$ cat src/rtl/weight_bias_loader_if.sv
// Coefficient stream handshake between the upstream source and weight_bias_loader.
// A transfer happens on any clock where in_valid && in_ready.
interface weight_bias_loader_if #(
  parameter int SIZE_bias = 16
);
  logic [SIZE_bias-1:0] in_data;
  logic                 in_valid;
  logic                 in_ready;

  modport master (output in_data, output in_valid, input in_ready);
  modport slave  (input in_data, input in_valid, output in_ready);
endinterface

$ cat src/rtl/weight_bias_loader.sv
// Packs a serial coefficient stream into 3x3 kernel words for weight memory, then writes biases.
// Optional LOADER_CHECKSUM_EN adds a 32-bit sign-extended running sum of accepted samples.
module weight_bias_loader #(
  parameter int SIZE_weights     = 8,
  parameter int SIZE_bias        = 16,
  parameter int SIZE_address_wei = 13
) (
  input  logic                          clk,
  input  logic                          rst,
  input  logic                          start,
  input  logic [SIZE_address_wei-1:0]   num_w,
  input  logic [10:0]                   num_b,
  input  logic [SIZE_address_wei-1:0]   base_w,
  weight_bias_loader_if.slave           stream,
  output logic                          we_w,
  output logic [SIZE_address_wei-1:0]   write_addressw,
  output logic [9*SIZE_weights-1:0]     dw,
  output logic                          we_bias,
  output logic [10:0]                   write_address_bias,
  output logic [SIZE_bias-1:0]          d_bias,
  output logic                          busy,
  output logic                          done
`ifdef LOADER_CHECKSUM_EN
  ,
  output logic [31:0]                   checksum
`endif
);

  localparam logic [1:0] IDLE   = 2'd0;
  localparam logic [1:0] LOAD_W = 2'd1;
  localparam logic [1:0] LOAD_B = 2'd2;
  localparam logic [1:0] DONE   = 2'd3;

  localparam logic [SIZE_address_wei-1:0] W_ONE = SIZE_address_wei'(1);

  logic [1:0]                  state_reg;
  logic [SIZE_address_wei-1:0] num_w_reg;
  logic [10:0]                 num_b_reg;
  logic [SIZE_address_wei-1:0] base_w_reg;
  logic [SIZE_address_wei-1:0] word_reg;
  logic [10:0]                 bias_idx_reg;
  logic [3:0]                  lane_reg;
  logic [8*SIZE_weights-1:0]   pack_reg;

  logic                        we_w_reg;
  logic [SIZE_address_wei-1:0] write_addressw_reg;
  logic [9*SIZE_weights-1:0]   dw_reg;
  logic                        we_bias_reg;
  logic [10:0]                 write_address_bias_reg;
  logic [SIZE_bias-1:0]        d_bias_reg;

  logic in_ready_int;
  logic accept;
  logic last_lane;
  logic last_word;
  logic last_bias;

  assign in_ready_int = (state_reg == LOAD_W) || (state_reg == LOAD_B);
  assign accept       = stream.in_valid && in_ready_int;
  assign last_lane    = (lane_reg == 4'd8);
  assign last_word    = (word_reg == num_w_reg - W_ONE);
  assign last_bias    = (bias_idx_reg == num_b_reg - 11'd1);

  assign stream.in_ready    = in_ready_int;
  assign busy               = (state_reg != IDLE);
  assign done               = (state_reg == DONE);
  assign we_w               = we_w_reg;
  assign write_addressw     = write_addressw_reg;
  assign dw                 = dw_reg;
  assign we_bias            = we_bias_reg;
  assign write_address_bias = write_address_bias_reg;
  assign d_bias             = d_bias_reg;

  always_ff @(posedge clk) begin
    if (rst) begin
      state_reg              <= IDLE;
      num_w_reg              <= '0;
      num_b_reg              <= '0;
      base_w_reg             <= '0;
      word_reg               <= '0;
      bias_idx_reg           <= '0;
      lane_reg               <= '0;
      we_w_reg               <= 1'b0;
      write_addressw_reg     <= '0;
      dw_reg                 <= '0;
      we_bias_reg            <= 1'b0;
      write_address_bias_reg <= '0;
      d_bias_reg             <= '0;
    end else begin
      we_w_reg    <= 1'b0;
      we_bias_reg <= 1'b0;
      case (state_reg)
        IDLE: begin
          if (start) begin
            num_w_reg    <= num_w;
            num_b_reg    <= num_b;
            base_w_reg   <= base_w;
            word_reg     <= '0;
            bias_idx_reg <= '0;
            lane_reg     <= '0;
            if (num_w != '0)      state_reg <= LOAD_W;
            else if (num_b != '0) state_reg <= LOAD_B;
            else                  state_reg <= DONE;
          end
        end
        LOAD_W: begin
          if (accept) begin
            if (last_lane) begin
              // Ninth sample goes straight into the MSB lane of the written word.
              lane_reg           <= '0;
              we_w_reg           <= 1'b1;
              dw_reg             <= {stream.in_data[SIZE_weights-1:0], pack_reg};
              write_addressw_reg <= base_w_reg + word_reg;
              word_reg           <= word_reg + W_ONE;
              if (last_word) state_reg <= (num_b_reg != '0) ? LOAD_B : DONE;
            end else begin
              lane_reg <= lane_reg + 4'd1;
            end
          end
        end
        LOAD_B: begin
          if (accept) begin
            we_bias_reg            <= 1'b1;
            d_bias_reg             <= stream.in_data;
            write_address_bias_reg <= bias_idx_reg;
            bias_idx_reg           <= bias_idx_reg + 11'd1;
            if (last_bias) state_reg <= DONE;
          end
        end
        default: state_reg <= IDLE;
      endcase
    end
  end

  // Lanes 0..7 of the current kernel are held until the ninth sample arrives.
  generate
    for (genvar gi = 0; gi < 8; gi++) begin : g_lane
      always_ff @(posedge clk) begin
        if (rst) begin
          pack_reg[gi*SIZE_weights +: SIZE_weights] <= '0;
        end else if ((state_reg == LOAD_W) && accept && (lane_reg == 4'(gi))) begin
          pack_reg[gi*SIZE_weights +: SIZE_weights] <= stream.in_data[SIZE_weights-1:0];
        end
      end
    end
  endgenerate

`ifdef LOADER_CHECKSUM_EN
  logic [31:0] checksum_reg;
  logic [31:0] sample_ext;

  always_comb begin
    sample_ext = {{(32-SIZE_bias){stream.in_data[SIZE_bias-1]}}, stream.in_data};
    if (state_reg == LOAD_W)
      sample_ext = {{(32-SIZE_weights){stream.in_data[SIZE_weights-1]}},
                    stream.in_data[SIZE_weights-1:0]};
  end

  always_ff @(posedge clk) begin
    if (rst)                              checksum_reg <= '0;
    else if ((state_reg == IDLE) && start) checksum_reg <= '0;
    else if (accept)                      checksum_reg <= checksum_reg + sample_ext;
  end

  assign checksum = checksum_reg;
`endif

endmodule

$ cat src/flat_wrapper.sv
// flat-port wrapper written by rule: the top's interface ports become plain ports
module weight_bias_loader_flat 
#(
  parameter int SIZE_weights     = 8,
  parameter int SIZE_bias        = 16,
  parameter int SIZE_address_wei = 13
)
  (clk, rst, start, num_w, num_b, base_w, we_w, write_addressw, dw, we_bias, write_address_bias, d_bias, busy, done, stream_in_data, stream_in_valid, stream_in_ready);
  weight_bias_loader_if #(.SIZE_bias(SIZE_bias)) stream_i ();
  input  logic clk;
  input  logic rst;
  input  logic start;
  input  logic [SIZE_address_wei-1:0] num_w;
  input  logic [10:0] num_b;
  input  logic [SIZE_address_wei-1:0] base_w;
  output logic we_w;
  output logic [SIZE_address_wei-1:0] write_addressw;
  output logic [9*SIZE_weights-1:0] dw;
  output logic we_bias;
  output logic [10:0] write_address_bias;
  output logic [SIZE_bias-1:0] d_bias;
  output logic busy;
  output logic done;
  input wire logic [$bits(stream_i.in_data)-1:0] stream_in_data;
  input wire logic [$bits(stream_i.in_valid)-1:0] stream_in_valid;
  output wire logic [$bits(stream_i.in_ready)-1:0] stream_in_ready;
  assign stream_i.in_data = stream_in_data;
  assign stream_i.in_valid = stream_in_valid;
  assign stream_in_ready = stream_i.in_ready;
  weight_bias_loader #(.SIZE_weights(SIZE_weights), .SIZE_bias(SIZE_bias), .SIZE_address_wei(SIZE_address_wei)) u_core (.clk(clk), .rst(rst), .start(start), .num_w(num_w), .num_b(num_b), .base_w(base_w), .stream(stream_i), .we_w(we_w), .write_addressw(write_addressw), .dw(dw), .we_bias(we_bias), .write_address_bias(write_address_bias), .d_bias(d_bias), .busy(busy), .done(done));
endmodule
$ cat config.mk
export PLATFORM = sky130hd
export DESIGN_NAME = weight_bias_loader_flat
export DESIGN_NICKNAME = d
export VERILOG_FILES = /design/src/rtl/weight_bias_loader_if.sv /design/src/rtl/weight_bias_loader.sv /design/src/flat_wrapper.sv
export SDC_FILE = /design/constraint.sdc
export NUM_CORES = 1
export LEC_CHECK = 0
export CAP_MARGIN = 30
export CORE_MARGIN = 2
export CORE_UTILIZATION = 30
export DETAILED_ROUTE_END_ITERATION = 10
export PLACE_DENSITY_LB_ADDON = 0.05
export SETUP_SLACK_MARGIN = 0.3
export SLEW_MARGIN = 20
export SYNTH_ARGS = -nofsm -noshare
export SYNTH_HDL_FRONTEND = slang
export SYNTH_SLANG_ARGS = --single-unit
$ cat constraint.sdc
create_clock -name clk -period 2.6 [get_ports clk]
set_input_delay 0.65 -clock clk [delete_from_list [all_inputs] [get_ports clk]]
set_output_delay 0.65 -clock clk [all_outputs]
set_load 0.05 [all_outputs]
[Yosys cells after proc, flatten, opt, wreduce, memory -nomap -nowiden]
Cells that the tools add are included.
Storage, ports and cells
  bits in registers: 245
  logic and storage cells: 100
  input bits: 57
Cells by class
  bitwise operators: 3
  mux-type cells: 23
  equal/unequal tests: 19
  $add $sub $neg: 6
  reductions and logical operators: 28
Operators by type and width (number)
  2-to-1 mux 13 bit: 3
  one-hot mux 13 bit (2 select lines): 1
  2-to-1 mux 11 bit: 2
  one-hot mux 11 bit (2 select lines): 1
  nonzero test 11 bit: 2
  == test 4 x 3 -> 1 bit, second input constant: 4
  2-to-1 mux 2 bit: 7
  adder 13 x 1 -> 13 bit, second input constant: 1
  adder 13 bit: 1
  == test 13 bit: 1
  nonzero test 13 bit: 1
  subtractor 13 x 1 -> 13 bit, second input constant: 1
  2-to-1 mux 4 bit: 3
  adder 11 x 1 -> 11 bit, second input constant: 1
  == test 11 bit: 1
  subtractor 11 x 1 -> 11 bit, second input constant: 1
  logical AND 1 bit: 10
  inequality test 2 x 1 -> 1 bit, second input constant: 5
  AND reduction 3 bit: 3
  == test 4 x 2 -> 1 bit, second input constant: 2
  one-hot mux 4 bit (2 select lines): 1
  one-hot mux 2 bit (3 select lines): 1
  AND reduction 6 bit: 1
  nonzero test 2 bit: 3
  15 further kinds: 22

[Depth between registers and ports, before layout]
  depth after elaboration: 6
  mapped depth: 11
  gate-level depth less buffers: 11

[Worst setup path after synthesis]
No wires, ideal clock.
  path kind: register -> register
  from: reg u_core.state_reg[0]
  to: reg u_core.word_reg[11]
  data arrival time: 2.623 ns
  path slack: -0.151 ns
  cell stages (with the launch flop): 11
  path buffers: 0
  path through: dfxtp_1 inv_1 ha_1 nand3_1 a21oi_1 a21boi_2 nand4_1 nor2_1 nand3_1 xor2_1 nor2_1
Between the ends
  longest elaborated chain between the ends: 5
  elaborated cells on any way between the ends: 11
Ends and longest elaborated chain
  start, declared: line weight_bias_loader.sv:36  | logic [1:0] state_reg;
  start signal, assigned: line weight_bias_loader.sv:115  | if (last_word) state_reg <= (num_b_reg != '0) ? LOAD_B : DONE;
  == test 2 x 1 -> 1 bit or == test 2 bit (tied branches): line weight_bias_loader.sv:58  | assign in_ready_int = (state_reg == LOAD_W) || (state_reg == LOAD_B);
  logical OR 1 bit *: line weight_bias_loader.sv:58
  net stream_in_ready: line flat_wrapper.sv:26  | output wire logic [$bits(stream_i.in_ready)-1:0] stream_in_ready;
  logical AND 1 bit *: line weight_bias_loader.sv:59  | assign accept = stream.in_valid && in_ready_int;
  inequality test 2 x 1 -> 1 bit (no source line) *
  AND reduction 4 bit (no source line) *
  end signal, assigned: line weight_bias_loader.sv:114  | word_reg <= word_reg + W_ONE;
  end, declared: line weight_bias_loader.sv:40  | logic [SIZE_address_wei-1:0] word_reg;
The timed path passes the listed nets; every way through them passes the cells marked *.
A chain may end at the register's enable or synchronous reset.

[Worst setup path after layout]
  from: reg u_core.lane_reg[0]
  to: reg u_core.state_reg[1]
Between the ends
  longest elaborated chain between the ends: 3
Ends and longest elaborated chain
  start, declared: line weight_bias_loader.sv:42  | logic [3:0] lane_reg;
  start signal, assigned: line weight_bias_loader.sv:117  | lane_reg <= lane_reg + 4'd1;
  == test 4 bit: line weight_bias_loader.sv:60  | assign last_lane = (lane_reg == 4'd8);
  inequality test 2 x 1 -> 1 bit (no source line)
  AND reduction 6 bit (no source line)
No other way between the ends.

==> results.ini <==
[outcome]
status=completed

[place]
io_buffers=173
pre_cts_slack_ns=-0.613
post-dp-hpwl_um=20600
gp_congestion=0.814
post_dp_cell_area_um2=12900

[worst_setup_path]
worstPathArrival_ns=2.79
cp-end-kind=register
slowest_stage=dfxtp_1
cp.required_ns=3.02
crit_type=reg2reg
path_buf_inv=1
crit_chain=inv_1 > ha_1 > nand3b_1 > o21ai_0 > nand3_1 > nor4_2 > o21ai_2 > a2111oi_4 > o21ai_2 > mux2_2
rrSetupSlack_ns=0.23
path_common_cell=o21ai_2
critPathTopFamily=compound AO/OA/AOI/OAI gates
setup.worst_path.start_class=register
crit_fanout=5
critPathMaxStageDelay_ns=0.36

[sta]
fin_hold_ws_ns=0.447
max-slew-margin-rel=0.490
finalSetupViolCount=0
fin_crit_sh=0.910
final-hold-violation-count=0
fin_skew_ns=0.0238
fin_tns_setup_ns=0
fin_ws_ns=0.235
slew_viol_final=0
max_freq_mhz=423
worst_pin_slew_ns=0.762
rsz0062_at_grt=true
fin_crit_ns=2.37

[floorplan]
core_um2=33500
dieWidth_um=189
initial_utilization=0.305
pin_count=174
dieArea_um2=35500
die_h_um=189
row_count=67

[global_route]
grt_max_degree=76
grt_antenna_before_repair=0
grt_remaining_overflow=0
grt_pass1_wl_um=49000
grt_use_total=0.170
grt_pass1_vias=8954

[clocking]
cts_tree=done
clk_pin_slew_ns=0.06
root_buffer=clkbuf_16
insertion_delay_ns=0.55
clkSinkCount=245
ctsHtreeMaxLevel=1
numCtsBuffers=29
clk_path_buf_depth=3

[synth]
syn_inst=1299
synthArstFlopShare=0
ys_seq_area_frac=0.480
synthesis.area_um2=10200
synth_cell_type_count=56
ys_ff_latch=245
synth_edf_count=0
synth_fp_nets=1381
synth-main-ff-cell=dfxtp_1
ys_warn_count=0
syn_avg_cell_area_um2=7.87

[routing]
route.detailed.drc=0
dr.pass1.iters=6
drtAntennaViolNets=0
vias=9081
wl_per_cell_um=15.4
first_iter_violations=379
wl_um=30400
vias_per_cell=4.61

[run]
maxCapViolCount=0

[pwr]
p_leak_uw=0.00548
combPwrFrac=0.228
switching_power_uw=3220
p_clk_frac=0.400
pwr-share-seq=0.373
peakVddDrop_mv=0.490
power.internal_uw=7720
p_sw_frac=0.294
power_uw=10900
cellPowerDensity_nw_per_um2=782

[layout]
regArea_um2=4920
multi_input_area_um2=5100
diodes=0
area_delta_synth_final_pct=36.9
final_nets=1579
postLayoutCellArea_um2=14000
largest_reg_flops=72
final_layout_size_suffix_gt1_frac=0.118
fillers=3509

[worst_hold_path]
hp-class=reg2reg

## cells in the final DEF, fill, tap and decap left out, types with 5 or more instances in the layout
cell type / Yosys / final
a21oi_1: 223 / 220
and2_1: 7 / 7
buf_12: 0 / 10
buf_4: 1 / 69
bufinv_16: 0 / 5
clkbuf_16: 0 / 29
clkbuf_8: 0 / 7
clkdlybuf4s50_1: 0 / 53
clkinv_2: 0 / 5
dfxtp_1: 245 / 237
dfxtp_2: 0 / 5
dlygate4sd2_1: 0 / 116
ha_1: 24 / 20
inv_1: 15 / 13
mux2i_1: 12 / 11
nand2_1: 402 / 402
nand2b_1: 6 / 6
nand3_1: 52 / 52
nand4_1: 10 / 10
nor2_1: 54 / 51
nor3_1: 19 / 19
nor4_1: 8 / 6
o21ai_0: 14 / 11
or3_1: 8 / 8
xnor2_1: 28 / 27
xor2_1: 28 / 28
## worst paths after layout
kind | depth (start not counted) | from | end
max | 10 | u_core.lane_reg[0]$_SDFFE_PP0P_ | u_core.state_reg[1]$_SDFFE_PP0P_
min | 2 | u_core.pack_reg[55]$_SDFFE_PP0P_ | u_core.dw[55]$_SDFFE_PP0P_
max reg2reg | 10 | u_core.lane_reg[0]$_SDFFE_PP0P_ | u_core.state_reg[1]$_SDFFE_PP0P_
min reg2reg | 2 | u_core.pack_reg[55]$_SDFFE_PP0P_ | u_core.dw[55]$_SDFFE_PP0P_
## final cells by class
cell class,count,area share
Clock buffer,40,0.0599
Clock inverter,14,0.0149
Inverter,15,0.00421
Multi-Input combinational cell,955,0.365
Sequential cell,245,0.352
Tap cell,448,0.0401
Timing Repair Buffer,251,0.164
## metrics by stage
stage                     std cells   util
after detailed placement       1912  0.385
after global placement         1912  0.385
after floorplan                1299      -
after global routing           1968  0.417
after CTS                      1967  0.414
final                          1968  0.417
## per-layer routing
layer | vias up | GRT usage | wire length (um)
met1 | 4170 | 0.226 | 14300
met5 | - | 0 | 0
met3 | 35 | 0.0227 | 980
met2 | 150 | 0.293 | 14500
li1 | 4726 | - | -
met4 | 0 | 0.0352 | 558
## worst min-delay path, cell delays in order, from the launching register on
cell,delay [ns]
dfxtp_1,0.31
nand2_1,0.05
a21oi_1,0.05
## power by group through the flow
stage | Clock [uW] | Sequential, uW | Combinational, uW
floorplan | 0 | 4220 | 1490
finish | 4370 | 4070 | 2490
detailed placement | 0 | 4140 | 2460
CTS | 4510 | 4060 | 2500
global route | 4660 | 4090 | 2740
global placement | 0 | 4140 | 2470
## what timing repair did
action / CTS / global route
resized for setup: 137 / 25
hold buffers: 0 / 0
setup buffers: 1 / 1
setup endpoints to repair: 122 / 8
pin swaps: 3 / 14
## synth_stat cells, types with 3 or more instances
master,instances,share of area
nand2_1,402,0.15
dfxtp_1,245,0.48
a21oi_1,223,0.11
clkbuf_1,74,0.027
nor2_1,54,0.020
nand3_1,52,0.025
xnor2_1,28,0.024
xor2_1,28,0.024
ha_1,24,0.029
nor3_1,19,0.0093
inv_1,15,0.0055
o21ai_0,14,0.0069
mux2i_1,12,0.012
nand4_1,10,0.0061
nor4_1,8,0.0049
or3_1,8,0.0049
and2_1,7,0.0043
buf_1,6,0.0022
nand2b_1,6,0.0037
a211oi_1,4,0.0029
and3_1,4,0.0024
nor2b_1,4,0.0024
a2111oi_0,3,0.0026
a21o_1,3,0.0022
mux2_2,3,0.0033
nor3b_1,3,0.0022
o41ai_1,3,0.0026
or2_2,3,0.0018
## kinds of logic (layout without fill, tap and decap cells)
group,count (synthesis),after routing,share of synthesized area
xor gates and xnor gates,56,56,0.0480
AOI/OAI and AO/OA,266,266,0.140
DFF,245,245,0.480
muxes,15,15,0.0151
and+or+nand+nor,593,593,0.248
adders and majority gates,25,25,0.0313
buffers and inverters,99,320,0.0383
Power figures use the tool's default switching activity.
